<file path="src/rtl/icache_pkg.sv">
// Shared types and derived widths for the instruction-cache lookup controller.
package icache_pkg;

  localparam int unsigned ADDR_WIDTH     = 32;
  localparam int unsigned INDEX_WIDTH    = 8;
  localparam int unsigned OFFSET_WIDTH   = 4;
  localparam int unsigned TAG_WIDTH      = ADDR_WIDTH - INDEX_WIDTH - OFFSET_WIDTH;
  // Stored tag word: valid bit on top of the address tag.
  localparam int unsigned TAG_SIZE       = TAG_WIDTH + 1;
  localparam int unsigned WORD_OFF_WIDTH = OFFSET_WIDTH - 2;
  localparam int unsigned WORDS_PER_LINE = 1 << WORD_OFF_WIDTH;
  localparam int unsigned NUM_LINES      = 1 << INDEX_WIDTH;

  typedef enum logic [2:0] {
    StFlush,
    StIdle,
    StCompare,
    StRefillReq,
    StRefillWait,
    StTagWrite,
    StRelookup
  } state_e;

  typedef struct packed {
    logic [TAG_WIDTH-1:0]    tag;
    logic [INDEX_WIDTH-1:0]  index;
    logic [OFFSET_WIDTH-1:0] offset;
  } addr_t;

  function automatic addr_t split_addr(input logic [ADDR_WIDTH-1:0] addr);
    return addr_t'(addr);
  endfunction

endpackage

</file>
<file path="src/rtl/icache_lookup_controller_if.sv">
// CPU fetch, tag memory, memory bus and data memory signals of the lookup controller.
interface icache_lookup_controller_if;
  import icache_pkg::*;

  // CPU side
  logic                      fetch_i;
  logic [ADDR_WIDTH-1:0]     fetch_address_i;
  logic                      invalidate_i;
  logic                      stall_o;
  logic                      hit_o;
  // Tag memory port
  logic [INDEX_WIDTH-1:0]    tag_index_o;
  logic                      tag_read_o;
  logic                      tag_write_o;
  logic [TAG_SIZE-1:0]       tag_write_data_o;
  logic [TAG_SIZE-1:0]       tag_read_data_i;
  // Memory bus
  logic                      mem_request_o;
  logic [ADDR_WIDTH-1:0]     mem_address_o;
  logic                      mem_valid_i;
  logic [31:0]               mem_word_i;
  // Data memory write port
  logic                      data_write_o;
  logic [INDEX_WIDTH-1:0]    data_write_index_o;
  logic [WORD_OFF_WIDTH-1:0] data_write_offset_o;
  logic [31:0]               data_write_word_o;

  modport master (
    input  fetch_i, fetch_address_i, invalidate_i, tag_read_data_i, mem_valid_i, mem_word_i,
    output stall_o, hit_o, tag_index_o, tag_read_o, tag_write_o, tag_write_data_o,
           mem_request_o, mem_address_o, data_write_o, data_write_index_o,
           data_write_offset_o, data_write_word_o
  );

  modport slave (
    output fetch_i, fetch_address_i, invalidate_i, tag_read_data_i, mem_valid_i, mem_word_i,
    input  stall_o, hit_o, tag_index_o, tag_read_o, tag_write_o, tag_write_data_o,
           mem_request_o, mem_address_o, data_write_o, data_write_index_o,
           data_write_offset_o, data_write_word_o
  );

endinterface

</file>
<file path="src/rtl/icache_lookup_controller.sv">
// Direct-mapped instruction cache lookup: tag compare, miss refill and invalidation sweep.
module icache_lookup_controller import icache_pkg::*; (
  input logic                        clk_i,
  input logic                        rst_i,
  icache_lookup_controller_if.master bus
);

  state_e                    state_q;
  logic [INDEX_WIDTH-1:0]    sweep_q;
  logic [WORD_OFF_WIDTH-1:0] word_q;
  logic                      pend_inv_q;
  logic [TAG_WIDTH-1:0]      tag_q;
  logic [INDEX_WIDTH-1:0]    index_q;

  addr_t fetch_split;
  logic  tag_match;
  logic  refill_busy;
  logic  unused_offset;

  assign fetch_split   = split_addr(bus.fetch_address_i);
  // The byte offset never matters: lines are fetched and tagged whole.
  assign unused_offset = ^fetch_split.offset;

  assign tag_match = bus.tag_read_data_i[TAG_SIZE-1] &&
                     (bus.tag_read_data_i[TAG_WIDTH-1:0] == tag_q);

  // A miss has been committed to; invalidates arriving now are deferred until the refill ends.
  assign refill_busy = (state_q == StRefillReq) || (state_q == StRefillWait) ||
                       (state_q == StTagWrite)  || (state_q == StRelookup)   ||
                       ((state_q == StCompare) && !tag_match);

  // State, sweep/word counters, pending invalidate and captured fetch address.
  always_ff @(posedge clk_i) begin
    if (rst_i) begin
      state_q    <= StFlush;
      sweep_q    <= '0;
      word_q     <= '0;
      pend_inv_q <= 1'b0;
      tag_q      <= '0;
      index_q    <= '0;
    end else begin
      if (bus.invalidate_i && refill_busy) begin
        pend_inv_q <= 1'b1;
      end
      case (state_q)
        StFlush: begin
          // Counter wraps back to zero, ready for the next sweep.
          sweep_q <= sweep_q + 1'b1;
          if (sweep_q == '1) begin
            state_q <= StIdle;
          end
        end
        StIdle: begin
          if (bus.invalidate_i) begin
            state_q <= StFlush;
          end else if (bus.fetch_i) begin
            tag_q   <= fetch_split.tag;
            index_q <= fetch_split.index;
            state_q <= StCompare;
          end
        end
        StCompare: begin
          if (tag_match) begin
            if (bus.invalidate_i || pend_inv_q) begin
              pend_inv_q <= 1'b0;
              state_q    <= StFlush;
            end else if (bus.fetch_i) begin
              tag_q   <= fetch_split.tag;
              index_q <= fetch_split.index;
            end else begin
              state_q <= StIdle;
            end
          end else begin
            state_q <= StRefillReq;
          end
        end
        StRefillReq: state_q <= StRefillWait;
        StRefillWait: begin
          if (bus.mem_valid_i) begin
            word_q <= word_q + 1'b1;
            if (word_q == '1) begin
              state_q <= StTagWrite;
            end
          end
        end
        StTagWrite: state_q <= StRelookup;
        StRelookup: state_q <= StCompare;
        default:    state_q <= StFlush;
      endcase
    end
  end

  // Output decode from state and same-cycle inputs; everything is forced low during reset.
  always_comb begin
    bus.stall_o             = 1'b0;
    bus.hit_o               = 1'b0;
    bus.tag_index_o         = '0;
    bus.tag_read_o          = 1'b0;
    bus.tag_write_o         = 1'b0;
    bus.tag_write_data_o    = '0;
    bus.mem_request_o       = 1'b0;
    bus.mem_address_o       = '0;
    bus.data_write_o        = 1'b0;
    bus.data_write_index_o  = '0;
    bus.data_write_offset_o = '0;
    bus.data_write_word_o   = rst_i ? 32'h0 : bus.mem_word_i;
    if (!rst_i) begin
      case (state_q)
        StFlush: begin
          bus.stall_o     = 1'b1;
          bus.tag_write_o = 1'b1;
          bus.tag_index_o = sweep_q;
        end
        StIdle: begin
          if (!bus.invalidate_i && bus.fetch_i) begin
            bus.tag_read_o  = 1'b1;
            bus.tag_index_o = fetch_split.index;
          end
        end
        StCompare: begin
          if (tag_match) begin
            bus.hit_o = 1'b1;
            if (!bus.invalidate_i && !pend_inv_q && bus.fetch_i) begin
              bus.tag_read_o  = 1'b1;
              bus.tag_index_o = fetch_split.index;
            end
          end else begin
            bus.stall_o = 1'b1;
          end
        end
        StRefillReq: begin
          bus.stall_o       = 1'b1;
          bus.mem_request_o = 1'b1;
          bus.mem_address_o = {tag_q, index_q, {OFFSET_WIDTH{1'b0}}};
        end
        StRefillWait: begin
          bus.stall_o = 1'b1;
          if (bus.mem_valid_i) begin
            bus.data_write_o        = 1'b1;
            bus.data_write_index_o  = index_q;
            bus.data_write_offset_o = word_q;
          end
        end
        StTagWrite: begin
          bus.stall_o          = 1'b1;
          bus.tag_write_o      = 1'b1;
          bus.tag_index_o      = index_q;
          bus.tag_write_data_o = {1'b1, tag_q};
        end
        StRelookup: begin
          bus.stall_o     = 1'b1;
          bus.tag_read_o  = 1'b1;
          bus.tag_index_o = index_q;
        end
        default: bus.stall_o = 1'b1;
      endcase
    end
  end

endmodule

</file>
<file path="src/flat_wrapper.sv">
// flat-port wrapper written by rule: the top's interface ports become plain ports
module icache_lookup_controller_flat import icache_pkg::*;
  (clk_i, rst_i, bus_fetch_i, bus_fetch_address_i, bus_invalidate_i, bus_tag_read_data_i, bus_mem_valid_i, bus_mem_word_i, bus_stall_o, bus_hit_o, bus_tag_index_o, bus_tag_read_o, bus_tag_write_o, bus_tag_write_data_o, bus_mem_request_o, bus_mem_address_o, bus_data_write_o, bus_data_write_index_o, bus_data_write_offset_o, bus_data_write_word_o);
  icache_lookup_controller_if bus_i ();
  input logic clk_i;
  input logic rst_i;
  input wire logic [$bits(bus_i.fetch_i)-1:0] bus_fetch_i;
  input wire logic [$bits(bus_i.fetch_address_i)-1:0] bus_fetch_address_i;
  input wire logic [$bits(bus_i.invalidate_i)-1:0] bus_invalidate_i;
  input wire logic [$bits(bus_i.tag_read_data_i)-1:0] bus_tag_read_data_i;
  input wire logic [$bits(bus_i.mem_valid_i)-1:0] bus_mem_valid_i;
  input wire logic [$bits(bus_i.mem_word_i)-1:0] bus_mem_word_i;
  output wire logic [$bits(bus_i.stall_o)-1:0] bus_stall_o;
  output wire logic [$bits(bus_i.hit_o)-1:0] bus_hit_o;
  output wire logic [$bits(bus_i.tag_index_o)-1:0] bus_tag_index_o;
  output wire logic [$bits(bus_i.tag_read_o)-1:0] bus_tag_read_o;
  output wire logic [$bits(bus_i.tag_write_o)-1:0] bus_tag_write_o;
  output wire logic [$bits(bus_i.tag_write_data_o)-1:0] bus_tag_write_data_o;
  output wire logic [$bits(bus_i.mem_request_o)-1:0] bus_mem_request_o;
  output wire logic [$bits(bus_i.mem_address_o)-1:0] bus_mem_address_o;
  output wire logic [$bits(bus_i.data_write_o)-1:0] bus_data_write_o;
  output wire logic [$bits(bus_i.data_write_index_o)-1:0] bus_data_write_index_o;
  output wire logic [$bits(bus_i.data_write_offset_o)-1:0] bus_data_write_offset_o;
  output wire logic [$bits(bus_i.data_write_word_o)-1:0] bus_data_write_word_o;
  assign bus_i.fetch_i = bus_fetch_i;
  assign bus_i.fetch_address_i = bus_fetch_address_i;
  assign bus_i.invalidate_i = bus_invalidate_i;
  assign bus_i.tag_read_data_i = bus_tag_read_data_i;
  assign bus_i.mem_valid_i = bus_mem_valid_i;
  assign bus_i.mem_word_i = bus_mem_word_i;
  assign bus_stall_o = bus_i.stall_o;
  assign bus_hit_o = bus_i.hit_o;
  assign bus_tag_index_o = bus_i.tag_index_o;
  assign bus_tag_read_o = bus_i.tag_read_o;
  assign bus_tag_write_o = bus_i.tag_write_o;
  assign bus_tag_write_data_o = bus_i.tag_write_data_o;
  assign bus_mem_request_o = bus_i.mem_request_o;
  assign bus_mem_address_o = bus_i.mem_address_o;
  assign bus_data_write_o = bus_i.data_write_o;
  assign bus_data_write_index_o = bus_i.data_write_index_o;
  assign bus_data_write_offset_o = bus_i.data_write_offset_o;
  assign bus_data_write_word_o = bus_i.data_write_word_o;
  icache_lookup_controller u_core (.clk_i(clk_i), .rst_i(rst_i), .bus(bus_i));
endmodule
</file>
<file path="config.mk">
export PLATFORM = sky130hd
export DESIGN_NAME = icache_lookup_controller_flat
export DESIGN_NICKNAME = d
export VERILOG_FILES = /design/src/rtl/icache_pkg.sv /design/src/rtl/icache_lookup_controller_if.sv /design/src/rtl/icache_lookup_controller.sv /design/src/flat_wrapper.sv
export SDC_FILE = /design/constraint.sdc
export NUM_CORES = 1
export LEC_CHECK = 0
export ABC_AREA = 1
export CAP_MARGIN = 40
export CORE_AREA = 2 2 96 98
export DETAILED_ROUTE_END_ITERATION = 12
export DIE_AREA = 0 0 98 100
export PLACE_DENSITY = 0.91
export SLEW_MARGIN = 5
export SYNTH_ARGS = -nofsm -noshare
export SYNTH_HDL_FRONTEND = slang
export SYNTH_SLANG_ARGS = --single-unit
</file>
<file path="constraint.sdc">
create_clock -name clk_i -period 1.8 [get_ports clk_i]
set_input_delay 0.27 -clock clk_i [delete_from_list [all_inputs] [get_ports clk_i]]
set_output_delay 0.27 -clock clk_i [all_outputs]
set_load 0.02 [all_outputs]
</file>
# Yosys cells after proc, flatten, opt, wreduce, memory -nomap -nowiden
# Index checks and enable logic that the tools add are counted.
# word_totals
ff_bits	42
out_inout_bits	109
word_cells	103
input_bits	90
# classes
addsub	2
eq_ne	17
reduce_logical	21
mux	57
# op_table
cell	count
32-bit 2-to-1 mux	3
8-bit 2-to-1 mux	11
20-bit 2-to-1 mux	4
21-bit 2-to-1 mux	2
20-bit one-hot mux with 2 select lines	1
8-bit one-hot mux with 4 select lines	1
3-bit 2-to-1 mux	8
3-bit one-hot mux with 7 select lines	1
20-bit == test	1
1-bit 2-to-1 mux	20
8-bit one-hot mux with 2 select lines	1
3-bit == test, second input constant	3
8-bit by 1-bit adder with 8-bit output, second input constant	1
8-bit == test, second input constant	1
2-bit != test, second input constant	4
3-bit by 2-bit == test with 1-bit output, second input constant	2
1-bit logical AND	6
2-bit 2-to-1 mux	3
1-bit logical OR	5
5-bit AND reduction	1
2-bit by 1-bit != test with 1-bit output, second input constant	2
4-bit != test, second input constant	1
4-bit AND reduction	1
2-bit OR reduction	2
10 further kinds	12

# Longest topological paths before layout
# logic_depth
word_depth	10
ltp_mapped	14
ltp_nobuf	13

# Worst setup path before layout
# OpenSTA, ideal clock, no wires.
# synth_path
path_type	reg-to-output
startpoint	reg u_core.state_q[0]
endpoint	out bus_data_write_index_o[0]
stages_incl_launch_ff	8
required_time_ns	1.530
path_buffers	0
setup_slack_ns	-0.211
arrival_ns	1.741
path_cell_list	dfxtp_1 > nor2_1 > inv_1 > nor2_1 > nand2_1 > nor2_1 > clkinv_1 > nor2_1
# synth_between
elab_chain_cells	3
# synth_rtl
item	line_no	source
start: declaration	icache_lookup_controller.sv:8	state_e state_q;
start signal: assignment	icache_lookup_controller.sv:35	state_q <= StFlush;
start signal: assignment	icache_lookup_controller.sv:50	state_q <= StIdle;
start signal: assignment	icache_lookup_controller.sv:55	state_q <= StFlush;
3-bit == test	icache_lookup_controller.sv:108	case (state_q)
8-bit 2-to-1 mux	icache_lookup_controller.sv:108	
8-bit 2-to-1 mux	icache_lookup_controller.sv:107	if (!rst_i) begin
end: declaration	flat_wrapper.sv:22	output wire logic [$bits(bus_i.data_write_index_o)-1:0] bus_data_write_index_o;
# No other way between the ends.

# Worst setup path after layout
# layout_path
startpoint	reg u_core.tag_q[14]
endpoint	out bus_tag_index_o[7]
# layout_between
elab_chain_cells	5
# layout_rtl
item	line_no	source
start: declaration	icache_lookup_controller.sv:12	logic [TAG_WIDTH-1:0] tag_q;
start signal: assignment	icache_lookup_controller.sv:57	tag_q <= fetch_split.tag;
start signal: assignment	icache_lookup_controller.sv:68	tag_q <= fetch_split.tag;
20-bit == test	icache_lookup_controller.sv:25	(bus.tag_read_data_i[TAG_WIDTH-1:0] == tag_q);
1-bit logical AND	icache_lookup_controller.sv:24	assign tag_match = bus.tag_read_data_i[TAG_SIZE-1] &&
8-bit 2-to-1 mux	icache_lookup_controller.sv:121	if (tag_match) begin
8-bit one-hot mux with 4 select lines	icache_lookup_controller.sv:108	
8-bit 2-to-1 mux	icache_lookup_controller.sv:107	
end: declaration	flat_wrapper.sv:15	output wire logic [$bits(bus_i.tag_index_o)-1:0] bus_tag_index_o;
# No other way between the ends.

==> results.txt <==
* Number of buffer and inverter instances along the worst setup path: 3
- Cell with the most instances on the worst path: nand2_1
- By area the synthesized netlist is led by dfxtp_1 (25%), nor2_1 (19%), nand2_1 (16%).
- Core area: 0.00889 mm2
- Gr ovfl total: 0
- The average instance in the mapped netlist occupies slightly above 5 um2.
- The congestion estimate from routability-driven global placement came to 0.965.
- For this block, the initial DRC count from the detailed router was 334.
- Entering global routing, the biggest net connects 37 pins.
* Setup repair after global routing missed its margin: yes
- In this run the tool buffered the top-level ports with 190 buffer cells.
* Part of the total power dissipated in sequential elements: 20.8%
- Filler cell count in the final layout: 400
- Clock Tree Root: clkbuf_8
* Cell family contributing the most delay on the critical path: simple AND/OR/NAND/NOR gates
- Number of flip-flops and latches in the synthesized netlist: 42
- The worst setup path is captured at a primary output.
* Final worst clock skew: 0.0107 ns
- The initial antenna violation count is 1.
- In the final timing run, aggregate negative setup slack is -32.52 ns.
- In the final layout, the share of cells above drive strength 1 is 45.9%.
- Compared with the post-synthesis result, the final layout area differs by 134%.
- Violated checks: setup timing
- CTS sink count: 42
* Number of nets in the finished design: 1030
- Maximum buffer depth of the clock tree: 2
- The tool flagged a number of max-cap violations equal to 0.
* Share of the clock period used by the worst path after layout: 139%
- TritonCTS built the clock tree.
* Post-CTS Hold Fix Bufs: 0
- The internal portion of the total power is ~3.5 mW.
* Core occupancy in the finished layout: about nine tenths
- The finished layout holds 1050 standard cells, fillers aside.
- Final design area excluding fillers: around 0.0079 mm2
* Top-Level Pins: 199
- During synthesis, Yosys emitted a total of 0 warnings.
- Horizontal extent of the die: between 90 and 100 um
- Counting every instance in the synthesized netlist gives roughly 650.
- Dividing the detail-routed via count by the number of cells gives 5.41.
- Measured along the y axis, the die boundary spans 100 um.
* Critical path required time: 1.53 ns
- Switching power summed over all nets: 3.34 mW
- Counting I/O delays and the setup requirement, the final critical path takes 2.50 ns.
- Category of the most critical setup path: reg2out
- Detailed routing inserted a total of between 5000 and 6000 vias.
- Registers take ~870 um2.
- Derived from the worst setup path, the maximum achievable clock frequency is roughly 0.40 GHz.
- Part of the total power dissipated in the clock network: about a tenth
* Crit start category: flop
- In the final routed layout, each cell accounts on average for 19.9 um.
* Delay of the slowest cell on the worst path: 0.37 ns
* P per Cell Area: around 870 mW/mm2
* Overall die area: 0.00980 mm2
* Remaining DRCs: 0
- For this block, the routed nets add up to 20900 um of wire.
- After clock tree synthesis, the clock-pin slew on the worst setup and hold paths is approximately 0.090 ns.
- Number of slew-limit violations in the final report: 0
- Total power consumption of the routed design: between 6 and 7 mW
- Worst-path maximum fanout: 7
* Part of the total power dissipated in combinational logic: 69.6%
- Leak pwr: 3.70 nW
- The detail route stage leaves a number of antenna-violating nets equal to 0.
- Hold/Removal Path Class: in2reg
* Number of placement rows: 35
* Distinct cell type count of the synthesized netlist: 28
* Area occupied by multi-input gates: 0.00285 mm2
* Cell type contributing the most total cell area after synthesis: dfxtp_1
- Fraction of synthesized cell area taken by the top area cell type: 25.1%
- Across every metal layer, demand over resource in global routing totals 34.2%.
* Number of H-tree branching levels: 2
- The flow ran to the end, but the final reports show violations.
* Later-pin clock latency in the skew report: 0.31 ns
- The signal on the critical path passes through inv_2, nand2_1, nand2_1, nor2_1, nand2_1, nor2_1, nand4_1, nand2_2, buf_12, nand3_2, a21oi_4, buf_6.
- The initial utilization of the core area, before any placement, comes to ~38%.
* First-pass iteration count of the detailed router: 5
- Summing all placed instances gives a cell area of 0.00591 mm2.
* Number of buffers added by the clock tree synthesis step: 5
* Hold violation total from the final report: 0
- VDD sags by at most roughly 0.58 mV.
* Final Setup Violations: 103
* Sw frac: approximately half
* Arr. time, crit path: 2.23 ns
- Once detailed placement completed, the half-perimeter wirelength came to 9090 um.
* Wire length of the first global-routing pass: 26600 um
- Total standard cell area after synthesis: 0.00335 mm2
* Seq/Total Area, Yosys: about 25%
- For this design, the slowest cell found on the critical path is dfxtp_1.
- Number of global-route vias before repair: 5439
- Counting tap cells, the placed design contains a total of 988 instances.
- Across all setup checks in the final design, the least slack found is -0.696 ns.
## cell usage in the layout (no fill, tap or decap), types with 9 or more instances in the layout
| cell type | n |
|---|---|
| a21oi_1 | 9 |
| buf_12 | 14 |
| buf_4 | 70 |
| buf_6 | 98 |
| clkdlybuf4s50_1 | 89 |
| dfxtp_1 | 25 |
| dfxtp_2 | 15 |
| dlygate4sd2_1 | 20 |
| inv_1 | 110 |
| inv_2 | 39 |
| nand2_1 | 89 |
| nand2_2 | 28 |
| nand2_4 | 27 |
| nand3_1 | 36 |
| nor2_1 | 87 |
| nor2_2 | 16 |
| nor2_4 | 67 |
## final timing paths
path | from | to | slack, ns | cells past startpoint
max | u_core.tag_q[14] | bus_tag_index_o[7] | -0.70 | 12
max reg2reg | u_core.tag_q[14] | u_core.tag_q[9] | -0.56 | 17
min | rst_i | u_core.sweep_q[6] | 0.54 | 3
min reg2reg | u_core.sweep_q[1] | u_core.sweep_q[1] | 0.56 | 2
## final cells by class
class,count,share of cell area (%)
Multi-Input combinational cell,421,36.3
Tap cell,111,1.77
Timing Repair inverter,1,0.111
Antenna cell,2,0.0637
Clock buffer,6,1.05
Timing Repair Buffer,309,41.7
Sequential cell,42,11.0
Inverter,158,7.96
## state kept, by name, summed over array words and instances, names as in the netlist
| signal | count |
|---|---|
| u_core.word_q | 2 |
| u_core.state_q | 3 |
| u_core.tag_q | 20 |
| u_core.index_q | 8 |
| u_core.pend_inv_q | 1 |
| u_core.sweep_q | 8 |
## kinds of logic after synthesis
kind of cell / after synthesis / synth area share [%]
AO/OA/AOI/OAI: 35 / 6.23
XOR/XNOR: 6 / 1.57
adder cells (fa/ha/maj): 2 / 0.746
flip-flops: 42 / 25.1
AND/OR/NAND/NOR: 374 / 44.4
buffers and inverters: 187 / 21.9
other: 1 / 0.112
## timing repair
| action | in CTS | in global routing |
|---|---|---|
| hold endpoints to repair | 0 | 0 |
| gates resized for setup | 602 | 233 |
| pin swaps | 28 | 61 |
| setup buffers | 40 | 24 |
| gates cloned | 10 | 1 |
| endpoints found under the setup margin | 101 | 112 |
## tightest hold or removal path, cell delays in order
cell and delay [ns]:
buf_2 0.17, buf_4 0.24, nor2_1 0.12
## power groups by stage
| stage | clock network [mW] | registers [mW] | logic, mW |
|---|---|---|---|
| after floorplan | 0 | 1.30 | 1.62 |
| after global placement | 0 | 1.32 | 2.74 |
| after detailed placement | 0 | 1.33 | 2.81 |
| after CTS | 0.633 | 1.35 | 3.65 |
| after global routing | 0.686 | 1.42 | 4.98 |
| final | 0.658 | 1.42 | 4.75 |
## per-layer routing
| layer | vias up | wire [um] | GRT usage (%) |
|---|---|---|---|
| met1 | 2592 | 6740 | 36.1 |
| met5 | - | 0 | 0 |
| li1 | 2466 | - | - |
| met2 | 455 | 10500 | 63.1 |
| met3 | 163 | 1920 | 6.96 |
| met4 | 0 | 1740 | 20.0 |
## metrics by stage
| stage | worst slack (ns) | hold slack (ns) |
|---|---|---|
| 6_report | -0.696 | 0.537 |
| 3_3_place_gp | -0.960 | 0.463 |
| 3_5_place_dp | -1.05 | 0.470 |
| 4_1_cts | -0.448 | 0.487 |
| 5_1_grt | -0.722 | 0.539 |
| 2_1_floorplan | -0.0451 | 0.449 |
## cell usage after synthesis (all sizes together)
| library cell | count |
|---|---|
| nor2 | 170 |
| inv | 156 |
| nand2 | 145 |
| nand3 | 47 |
| dfxtp | 42 |
| a21oi | 19 |
| clkbuf | 17 |
| buf | 12 |
| o21ai | 7 |
| a22oi | 6 |
| nor3 | 5 |
| nand4 | 4 |
| xnor2 | 3 |
| xor2 | 3 |
| clkinv | 2 |
| ha | 2 |
| a211oi | 1 |
| a31oi | 1 |
| conb | 1 |
| nand3b | 1 |
| nor4 | 1 |
| o21a | 1 |
| or2 | 1 |
Power figures use the tool's default switching activity.
